**src/rtl/mem_access_pkg.sv**
```systemverilog
// -----------------------------------------------------------------------------
// mem_access_pkg
// Shared core definitions for the memory stage and the load/store helpers:
//   data_t / be_t     - datapath word and byte-enable types
//   opcode_t          - 7-bit major opcode, with OP_LOAD / OP_STORE
//   F3_*              - funct3 access-width encodings
//   mem_state_t       - memory stage FSM encoding
//   f3_legal()        - funct3 legality for a load or a store
//   misaligned()      - natural-alignment check for a funct3 width
// -----------------------------------------------------------------------------
package mem_access_pkg;

    localparam int CORE_XLEN = 32;

    typedef logic [CORE_XLEN-1:0]   data_t;
    typedef logic [CORE_XLEN/8-1:0] be_t;
    typedef logic [6:0]             opcode_t;

    localparam opcode_t OP_LOAD  = 7'b0000011;
    localparam opcode_t OP_STORE = 7'b0100011;

    localparam logic [2:0] F3_B  = 3'b000;
    localparam logic [2:0] F3_H  = 3'b001;
    localparam logic [2:0] F3_W  = 3'b010;
    localparam logic [2:0] F3_BU = 3'b100;
    localparam logic [2:0] F3_HU = 3'b101;

    typedef enum logic [1:0] {
        MEM_IDLE   = 2'd0,
        MEM_ACCESS = 2'd1,
        MEM_DONE   = 2'd2
    } mem_state_t;

    // Unsigned variants exist only for loads.
    function automatic logic f3_legal(input logic is_store, input logic [2:0] f3);
        case (f3)
            F3_B, F3_H, F3_W: f3_legal = 1'b1;
            F3_BU, F3_HU:     f3_legal = !is_store;
            default:          f3_legal = 1'b0;
        endcase
    endfunction

    // funct3[1:0] carries the access size for every legal encoding.
    function automatic logic misaligned(input logic [2:0] f3, input logic [1:0] addr_lo);
        case (f3[1:0])
            2'b01:   misaligned = addr_lo[0];
            2'b10:   misaligned = (addr_lo != 2'b00);
            default: misaligned = 1'b0;
        endcase
    endfunction

endpackage

```
**src/rtl/mem_access_if.sv**
```systemverilog
// -----------------------------------------------------------------------------
// mem_access_if
// Data cache request/ack bus.
//   master (memory stage): drives dc_req, dc_we, dc_addr, dc_wdata, dc_be;
//                          receives dc_ack, dc_rdata
//   slave  (data cache)  : the mirror image
// dc_rdata is only meaningful in the cycle dc_ack is high.
// -----------------------------------------------------------------------------
interface mem_access_if;
    import mem_access_pkg::*;

    logic  dc_req;
    logic  dc_we;
    data_t dc_addr;
    data_t dc_wdata;
    be_t   dc_be;
    logic  dc_ack;
    data_t dc_rdata;

    modport master (
        output dc_req, dc_we, dc_addr, dc_wdata, dc_be,
        input  dc_ack, dc_rdata
    );

    modport slave (
        input  dc_req, dc_we, dc_addr, dc_wdata, dc_be,
        output dc_ack, dc_rdata
    );

endinterface

```
**src/rtl/load_extend.sv**
```systemverilog
// -----------------------------------------------------------------------------
// load_extend
// Combinational load alignment: picks the byte/halfword addressed by addr_lo
// out of the returned cache word and sign- or zero-extends it per funct3.
//   dc_rdata - word returned by the data cache
//   addr_lo  - low two bits of the effective address
//   funct3   - load width/sign selector
//   data_out - extended load value
// -----------------------------------------------------------------------------
module load_extend
    import mem_access_pkg::*;
(
    input  data_t      dc_rdata,
    input  logic [1:0] addr_lo,
    input  logic [2:0] funct3,
    output data_t      data_out
);

    logic [7:0]  byte_sel;
    logic [15:0] half_sel;

    always_comb begin
        // NOTE: every output of a combinational block gets a default first,
        // so no path through the case can leave it unassigned (no latch).
        data_out = dc_rdata;
        byte_sel = dc_rdata[8*addr_lo +: 8];
        half_sel = addr_lo[1] ? dc_rdata[31:16] : dc_rdata[15:0];
        case (funct3)
            F3_B:    data_out = {{24{byte_sel[7]}}, byte_sel};
            F3_H:    data_out = {{16{half_sel[15]}}, half_sel};
            F3_BU:   data_out = {24'b0, byte_sel};
            F3_HU:   data_out = {16'b0, half_sel};
            default: data_out = dc_rdata;
        endcase
    end

endmodule

```
**src/rtl/mem_access.sv**
```systemverilog
// -----------------------------------------------------------------------------
// mem_access
// Memory stage: runs one load or store against the data cache per instruction
// and returns a uniform one-cycle done pulse to writeback.
//   clk, rst              - core clock, asynchronous active-high reset
//   start                 - instruction valid, sampled only when idle
//   opcode, funct3        - instruction class and access width/sign
//   alu_out, rs2_data     - effective address, store data
//   dc                    - data cache request/ack bus (master side)
//   dcache_out            - registered, extended load result
//   done                  - one-cycle completion pulse
//   busy                  - stage is not idle
//   mem_err               - valid with done: misaligned or illegal funct3
// Non-memory instructions and rejected accesses complete one cycle after
// start without touching the cache.
// -----------------------------------------------------------------------------
module mem_access
    import mem_access_pkg::*;
#(
    parameter int XLEN = 32,
    parameter int BE_W = XLEN/8
) (
    input  logic        clk,
    input  logic        rst,
    input  logic        start,
    input  opcode_t     opcode,
    input  logic [2:0]  funct3,
    input  data_t       alu_out,
    input  data_t       rs2_data,
    mem_access_if.master dc,
    output data_t       dcache_out,
    output logic        done,
    output logic        busy,
    output logic        mem_err
);

    localparam logic [1:0] S_IDLE   = MEM_IDLE;
    localparam logic [1:0] S_ACCESS = MEM_ACCESS;
    localparam logic [1:0] S_DONE   = MEM_DONE;

    logic [1:0]      state;
    logic [2:0]      funct3_q;
    logic [1:0]      addr_lo_q;
    logic            is_load;
    logic            is_store;
    logic            access_err;
    logic [BE_W-1:0] be_next;
    logic [XLEN-1:0] wdata_next;
    data_t           load_data;

    always_comb begin
        is_load    = (opcode == OP_LOAD);
        is_store   = (opcode == OP_STORE);
        access_err = !f3_legal(is_store, funct3) || misaligned(funct3, alu_out[1:0]);

        // Narrow stores replicate across lanes so the cache only needs the BEs.
        case (funct3[1:0])
            2'b00: begin
                be_next    = 4'b0001 << alu_out[1:0];
                wdata_next = {4{rs2_data[7:0]}};
            end
            2'b01: begin
                be_next    = 4'b0011 << alu_out[1:0];
                wdata_next = {2{rs2_data[15:0]}};
            end
            default: begin
                be_next    = 4'b1111;
                wdata_next = rs2_data;
            end
        endcase
    end

    // The extend sees the latched width/offset, so dc_rdata is interpreted for
    // the access in flight even if the upstream fields change.
    load_extend u_load_extend (
        .dc_rdata (dc.dc_rdata),
        .addr_lo  (addr_lo_q),
        .funct3   (funct3_q),
        .data_out (load_data)
    );

    assign busy = (state != S_IDLE);

    always_ff @(posedge clk or posedge rst) begin
        if (rst) begin
            state       <= S_IDLE;
            funct3_q    <= '0;
            addr_lo_q   <= '0;
            dc.dc_req   <= 1'b0;
            dc.dc_we    <= 1'b0;
            dc.dc_addr  <= '0;
            dc.dc_wdata <= '0;
            dc.dc_be    <= '0;
            dcache_out  <= '0;
            done        <= 1'b0;
            mem_err     <= 1'b0;
        end else begin
            // NOTE: state registers use non-blocking assignments so every
            // flop samples pre-edge values regardless of statement order.
            case (state)
                S_IDLE: begin
                    if (start) begin
                        dcache_out <= '0;
                        if ((is_load || is_store) && !access_err) begin
                            state       <= S_ACCESS;
                            funct3_q    <= funct3;
                            addr_lo_q   <= alu_out[1:0];
                            dc.dc_req   <= 1'b1;
                            dc.dc_we    <= is_store;
                            dc.dc_addr  <= {alu_out[XLEN-1:2], 2'b00};
                            dc.dc_wdata <= wdata_next;
                            dc.dc_be    <= is_store ? be_next : '0;
                        end else begin
                            state   <= S_DONE;
                            done    <= 1'b1;
                            mem_err <= is_load || is_store;
                        end
                    end
                end
                S_ACCESS: begin
                    if (dc.dc_ack) begin
                        state     <= S_DONE;
                        dc.dc_req <= 1'b0;
                        done      <= 1'b1;
                        mem_err   <= 1'b0;
                        if (!dc.dc_we) begin
                            dcache_out <= load_data;
                        end
                    end
                end
                S_DONE: begin
                    state   <= S_IDLE;
                    done    <= 1'b0;
                    mem_err <= 1'b0;
                end
                default: begin
                    state <= S_IDLE;
                end
            endcase
        end
    end

endmodule

```
**src/flat_wrapper.sv**
```systemverilog
// flat-port wrapper written by rule: the top's interface ports become plain ports
module mem_access_flat import mem_access_pkg::*;
#(
    parameter int XLEN = 32,
    parameter int BE_W = XLEN/8
)
  (clk, rst, start, opcode, funct3, alu_out, rs2_data, dcache_out, done, busy, mem_err, dc_dc_req, dc_dc_we, dc_dc_addr, dc_dc_wdata, dc_dc_be, dc_dc_ack, dc_dc_rdata);
  mem_access_if dc_i ();
  input  logic clk;
  input  logic rst;
  input  logic start;
  input  opcode_t opcode;
  input  logic [2:0] funct3;
  input  data_t alu_out;
  input  data_t rs2_data;
  output data_t dcache_out;
  output logic done;
  output logic busy;
  output logic mem_err;
  output wire logic [$bits(dc_i.dc_req)-1:0] dc_dc_req;
  output wire logic [$bits(dc_i.dc_we)-1:0] dc_dc_we;
  output wire logic [$bits(dc_i.dc_addr)-1:0] dc_dc_addr;
  output wire logic [$bits(dc_i.dc_wdata)-1:0] dc_dc_wdata;
  output wire logic [$bits(dc_i.dc_be)-1:0] dc_dc_be;
  input wire logic [$bits(dc_i.dc_ack)-1:0] dc_dc_ack;
  input wire logic [$bits(dc_i.dc_rdata)-1:0] dc_dc_rdata;
  assign dc_dc_req = dc_i.dc_req;
  assign dc_dc_we = dc_i.dc_we;
  assign dc_dc_addr = dc_i.dc_addr;
  assign dc_dc_wdata = dc_i.dc_wdata;
  assign dc_dc_be = dc_i.dc_be;
  assign dc_i.dc_ack = dc_dc_ack;
  assign dc_i.dc_rdata = dc_dc_rdata;
  mem_access #(.XLEN(XLEN), .BE_W(BE_W)) u_core (.clk(clk), .rst(rst), .start(start), .opcode(opcode), .funct3(funct3), .alu_out(alu_out), .rs2_data(rs2_data), .dc(dc_i), .dcache_out(dcache_out), .done(done), .busy(busy), .mem_err(mem_err));
endmodule
```
**config.mk**
```make
export PLATFORM = sky130hd
export DESIGN_NAME = mem_access_flat
export DESIGN_NICKNAME = d
export VERILOG_FILES = /design/src/rtl/mem_access_pkg.sv /design/src/rtl/mem_access_if.sv /design/src/rtl/load_extend.sv /design/src/rtl/mem_access.sv /design/src/flat_wrapper.sv
export SDC_FILE = /design/constraint.sdc
export NUM_CORES = 1
export LEC_CHECK = 0
export ABC_AREA = 1
export BUFFER_PORTS_ARGS = -buffer_cell sky130_fd_sc_hd__buf_2
export CORE_MARGIN = 3
export CORE_UTILIZATION = 52
export CTS_CLUSTER_SIZE = 14
export DETAILED_ROUTE_END_ITERATION = 7
export PLACE_DENSITY = 0.85
export SETUP_SLACK_MARGIN = 0.2
export SYNTH_ARGS = -nofsm -noshare
export SYNTH_HDL_FRONTEND = slang
export SYNTH_SLANG_ARGS = --single-unit
```
**constraint.sdc**
```tcl
create_clock -name clk -period 6.8 [get_ports clk]
set_clock_uncertainty 0.2 [all_clocks]
set_input_delay 1.36 -clock clk [delete_from_list [all_inputs] [get_ports clk]]
set_output_delay 1.36 -clock clk [all_outputs]
set_load 0.05 [all_outputs]
```
======== Word level (Yosys, flattened, before mapping) ========
Cells that the tools add are included.
word-level totals
  register bits ........................... 109
  bits of input ports ..................... 110
  output and inout port bits .............. 105
cells by class
  shift operators ......................... 3
  equality and inequality tests ........... 18
  reduce and logical (&&, ||, !) cells .... 21
  muxes and demuxes ....................... 26
operators by type and width
  cell                   count
  $pmux W32 S2           2
  $pmux W32 S4           1
  $mux W32               3
  $shiftx A32 B6 Y8      1
  $mux W16               1
  $eq A3 B3 Y1 const B   4
  $reduce_and A4 Y1      3
  $mux W1                8
  $ne A2 B2 Y1 const B   4
  $pmux W4 S2            1
  $eq A7 B2 Y1 const B   1
  $eq A7 B6 Y1 const B   1
  $eq A3 B1 Y1 const B   2
  $logic_not A3 Y1       2
  $mux W2                3
  $pmux W1 S2            3
  $pmux W1 S3            2
  $reduce_bool A2 Y1     3
  $eq A2 B1 Y1 const B   2
  $eq A2 B2 Y1 const B   2
  $logic_not A2 Y1       2
  $mux W4                1
  $pmux W2 S2            1
  $shl A1 B2 Y4 const A  1
  other kinds (11)       14

======== Longest topological paths before layout ========
  depth after elaboration ................. 10
  depth in mapped cells ................... 13
  depth with buffers taken out ............ 12

======== Hierarchy ========
From an unflattened synthesis, not the netlist that was laid out.
unflattened totals
  cell total of the unflattened synthesis .. 820
  area total of the unflattened synthesis .. 6208.5 um^2
modules (own cells, without submodules)
  module       times used  area an instance (um^2)  sequential area each (um^2)  cells each
  mem_access   1           5153.7                   2727.6                       626
  load_extend  1           1054.8                   0.0                          194

======== Least setup slack after synthesis ========
No wires, ideal clock.
  kind .................................... input to register
  from .................................... input port funct3[0]
  to ...................................... register u_core.dc.dc_wdata[10]
  library setup time ...................... 0.076 ns
  data required time ...................... 6.524 ns
  arrival time ............................ 2.625 ns
  slack ................................... 3.898 ns
  stages .................................. 12
  buffers on the path ..................... 3
  path through ............................ inv_1 -> ha_1 -> buf_2 -> nor2_4 -> o21ai_2 -> nand2_1 -> inv_2 -> nand3b_4 -> buf_6 -> buf_6 -> nand2_1 -> o21ai_1
between the ends
  cells in the longest elaborated chain, start to end .. 8
RTL lines
  item                                                         RTL line              text
  start: declaration                                           flat_wrapper.sv:13    input logic [2:0] funct3;
  $eq A3 B1 Y1 (tied with other cells)                         mem_access_pkg.sv:36  case (f3)
  $reduce_or A3 Y1 / $reduce_or A2 Y1 (equally long branches)  mem_access_pkg.sv:36
  $pmux W1 S2                                                  mem_access_pkg.sv:36
  $logic_not A1 Y1                                             mem_access.sv:54      access_err = !f3_legal(is_store, funct3) || misaligned(funct3, alu_out[1:0]);
  $logic_or A1 B1 Y1                                           mem_access.sv:54
  $logic_not A1 Y1                                             mem_access.sv:104     if ((is_load || is_store) && !access_err) begin
  $logic_and A1 B1 Y1                                          mem_access.sv:104
  $reduce_and A3 Y1 (no source line)                           -
  end signal: assignment                                       mem_access.sv:111     dc.dc_wdata <= wdata_next;
  end: declaration                                             mem_access_if.sv:21   output dc_req, dc_we, dc_addr, dc_wdata, dc_be,
Parallel ways exist; a longest one is shown, timed or not.
A chain may end at the register's enable or synchronous reset.

======== Worst setup path after layout ========
  from .................................... input port funct3[1]
  to ...................................... register u_core.dc.dc_wdata[10]
The elaborated chain is that of the path after synthesis.

==> implementation parameters <==
Parameter                              Value

Finish
  Antenna diodes    0
  Area growth from synthesis to final layout    22.54%
  Fin area    6495 sq um
  Fraction of final layout cells sized beyond drive strength 1    0.2998
  Number of nets in the layout    976
  Fillcell total    872

Synthesis
  Gate count after technology mapping    665
  Ranking of synthesized cells by instance count    sky130_fd_sc_hd__nand2_1, sky130_fd_sc_hd__dfrtp_1, sky130_fd_sc_hd__nor2_1, sky130_fd_sc_hd__o21ai_0, sky130_fd_sc_hd__o21ai_1
  Total of warnings raised by yosys    0
  Top-area cell type share of the netlist area    0.5146
  Number of enable-type register cells in the synthesized netlist    0
  Number of synthesized register bits    109
  Synth area leader    sky130_fd_sc_hd__dfrtp_1
  Average size of a mapped cell    7.970 sq um
  Commonest register cell after synthesis    sky130_fd_sc_hd__dfrtp_1
  Seq/Total Area, Yosys    0.5146
  Most frequently used cell type in the post-synthesis netlist    sky130_fd_sc_hd__nand2_1
  Unique cell type count in the Yosys netlist    28
  Synth Cell Area    5300 sq um
  Post-synth ARST share    1.000
  Largest cells by area after synthesis    sky130_fd_sc_hd__dfrtp_1, sky130_fd_sc_hd__nand2_1, sky130_fd_sc_hd__o21ai_0

Clock network
  Hold bufs inserted after CTS    0
  Deepest level of the CTS H-tree    3
  Number of buffers inserted during clock tree synthesis    9
  Clock latency reported for the late side of the worst-skew pair    360 ps
  Maximum clock path buffer count    2
  Total clock sinks    109
  Master cell of the clock root buffer    sky130_fd_sc_hd__clkbuf_8
  Number of cells upsized or downsized after cts    0
  Setup bufs post-CTS    0
  Clock tree from TritonCTS    yes
  Clock slew at the register clock pins of the worst setup and hold paths    100 ps

Floorplan
  Horizontal die dimension    107.0 um
  Core ar.    9819 sq um
  Die area    11,440 sq um
  Height of the die    107.0 um
  # rows    36
  Initial core utilization    0.5398
  Count of boundary I/O pins    215

GRT
  First-pass GRT wire length    22,350 um
  Via count of the first global-routing pass    4,601
  Total global-route track usage    0.2466
  Total grt overflow    0
  Number of antenna violations at the first check in global routing    0
  Largest net degree at the start of global routing    104

Critical path
  Worst endpoint data arrival time    3730 ps
  Type of the setup path with the least slack    in -> reg
  Data required time at the worst endpoint    6860 ps
  Critical Path End Type    flop
  Cells traversed along the worst timing path    buf_2, inv_1, ha_1, nor2_4, o21ai_2, nand2_1, inv_2, nand3b_4, o21ai_1
  Biggest cell delay along the critical path    790 ps
  Worst Path Max Fanout    103
  Largest delay contributor family on the critical path    simple AND/OR/NAND/NOR gates
  Crit path launch type    input pin
  Critical-path top delay cell    sky130_fd_sc_hd__nand3b_4
  CP bufs+invs    3

STA
  Final period utilization    0.5407
  Number of max-slew violations in the final report    0
  Highest clock frequency the design can meet    272.0 MHz
  Max transition margin    0.2903
  Setup repair after global routing missed its margin    false
  Setup TNS    0 ps
  Time the worst path needs with I/O delays and setup    3677 ps
  Hold violation count in the final report    0
  Total of endpoints with negative setup slack in the final report    0
  Slew @ Worst Pin    1065 ps

Min path
  Tightest Hold Check Type    reg -> reg

Power and ir drop
  Clock share of power    0.247
  Share of power burned in combinational logic    0.274
  Pleak    3.934 nW
  NetSw    0.0005514 W
  Share of total power in sequential cells    0.479
  Switching share of total power    0.3726
  IR Drop Worst-Case VDD    145.0 uV
  Power per unit of standard cell area    227.9 nW/um^2
  Cell internal power dissipation    0.0009286 W

Status
  Result of the run    finished clean

Drt
  Vias after detailed routing    4,971
  Final routed wire length divided by cell count    14.06 um
  Detail Route met2 WL    6582 um
  Highest routed metal layer    met4
  Post-route DRC violation count    0
  Metal-1 WL    5943 um
  Drt initial violations    247
  Number of search-and-repair iterations in the first detailed-routing pass    5
  Routed met3 length    1238 um
  Total Routed Length    14,020 um
  Antenna-violating nets left    0
  Vias per cell    4.986

Placed design
  Final HPWL from detailed placement    10,320 um
  Weighted congestion reported at the end of routability-driven placement    0.9489
  Post-place instance area    6319 sq um
  Port buffer count    212

Flow run
  MaxCap Viol Count    0
-- per-stage QoR --
step,hold slack (ps),utilization,std cells,worst slack (ps),power (W)
after detailed placement,259.1,0.6435,981,2758,0.001125
after floorplan,294.1,-,666,2366,0.001019
after global placement,251.8,0.6435,981,2845,0.001122
final,280.8,0.6614,997,3123,0.001480
after global routing,303.4,0.6614,997,2861,0.001558
after CTS,285.0,0.6614,997,3148,0.001487
-- flip-flops by register name, indices dropped and copies added (netlist names) --
register / count
u_core.addr_lo_q: 2
u_core.dc.dc_addr: 30
u_core.dc.dc_be: 4
u_core.dc.dc_req: 1
u_core.dc.dc_wdata: 32
u_core.dc.dc_we: 1
u_core.dcache_out: 32
u_core.done: 1
u_core.funct3_q: 3
u_core.mem_err: 1
u_core.state: 2
-- per-layer routing --
layer,vias up,track usage
li1,2489,-
met1,2246,0.3372
met2,217,0.3993
met3,19,0.05358
met4,0,0.06941
met5,-,0
-- worst reg2reg max path, cell delays in order, from the launching register on --
cell	delay, ps
sky130_fd_sc_hd__dfrtp_1	430
sky130_fd_sc_hd__inv_1	90
sky130_fd_sc_hd__ha_1	470
sky130_fd_sc_hd__inv_2	190
sky130_fd_sc_hd__o22ai_2	340
sky130_fd_sc_hd__nor2_4	110
sky130_fd_sc_hd__inv_2	500
sky130_fd_sc_hd__nor2_1	100
sky130_fd_sc_hd__o21ai_0	100
sky130_fd_sc_hd__nand2_1	70
-- power groups by stage --
stage / Combinational [W] / Clock [W] / Sequential [W]
floorplan: 0.000193 / 0 / 0.000826
global placement: 0.000402 / 0 / 0.000721
detailed placement: 0.000406 / 0 / 0.000719
CTS: 0.000406 / 0.000372 / 0.000709
global route: 0.000443 / 0.000400 / 0.000715
finish: 0.000405 / 0.000366 / 0.000709
-- placed cells by master, fill, tap and decap left out, types with 2 or more instances in the layout --
master                     synthesis  routed
sky130_fd_sc_hd__dfrtp_1         109     109
sky130_fd_sc_hd__conb_1            1       2
sky130_fd_sc_hd__o21ai_0          45      45
sky130_fd_sc_hd__inv_1            19      18
sky130_fd_sc_hd__o21ai_1          31      31
sky130_fd_sc_hd__clkinv_4          0       3
sky130_fd_sc_hd__clkbuf_1          5       2
sky130_fd_sc_hd__nor2_4            3       3
sky130_fd_sc_hd__nor2_1           50      50
sky130_fd_sc_hd__a21oi_1          25      25
sky130_fd_sc_hd__ha_1              7       7
sky130_fd_sc_hd__o21ai_2           2       2
sky130_fd_sc_hd__clkbuf_8          0       9
sky130_fd_sc_hd__nand2_2           3       3
sky130_fd_sc_hd__or2_2            12      12
sky130_fd_sc_hd__inv_2             5       5
sky130_fd_sc_hd__buf_4             8       2
sky130_fd_sc_hd__nand2_1         289     289
sky130_fd_sc_hd__mux2i_1           8       8
sky130_fd_sc_hd__buf_2            10     212
sky130_fd_sc_hd__nand3_1          16      16
-- area by class of cell --
type / count / area [sq um] / share of cell area
multi-input combinational: 501 / 2256 / 0.3473
tap: 133 / 166.4 / 0.02562
clock buffer: 11 / 131.4 / 0.02023
clock inverter: 5 / 45.04 / 0.006935
sequential: 109 / 2728 / 0.4200
inverter: 24 / 92.59 / 0.01426
timing repair buffer: 214 / 1076 / 0.1657
-- logic make-up after synthesis --
logic type / Yosys count / share of synthesized area
simple gates: 378 / 0.2887
buf+inv: 56 / 0.06044
compound gates: 106 / 0.1039
mux: 8 / 0.01511
flops: 109 / 0.5146
other cells: 1 / 0.0007075
fa+ha+maj: 7 / 0.01652
-- final timing paths --
check / cells after the start / end / start / slack, ps
min in group asynchronous: 2 / u_core.dc.dc_addr[18] / rst / 850
worst max register to register: 9 / u_core.dcache_out[7] / u_core.state[1] / 4090
worst min register to register: 2 / u_core.mem_err / u_core.mem_err / 280
max in group asynchronous: 3 / u_core.dcache_out[13] / rst / 4350
worst min-delay path: 2 / u_core.mem_err / u_core.mem_err / 280
worst max-delay path: 9 / u_core.dc.dc_wdata[10] / funct3[1] / 3120
Note: power is estimated with default switching activity, not from simulation.
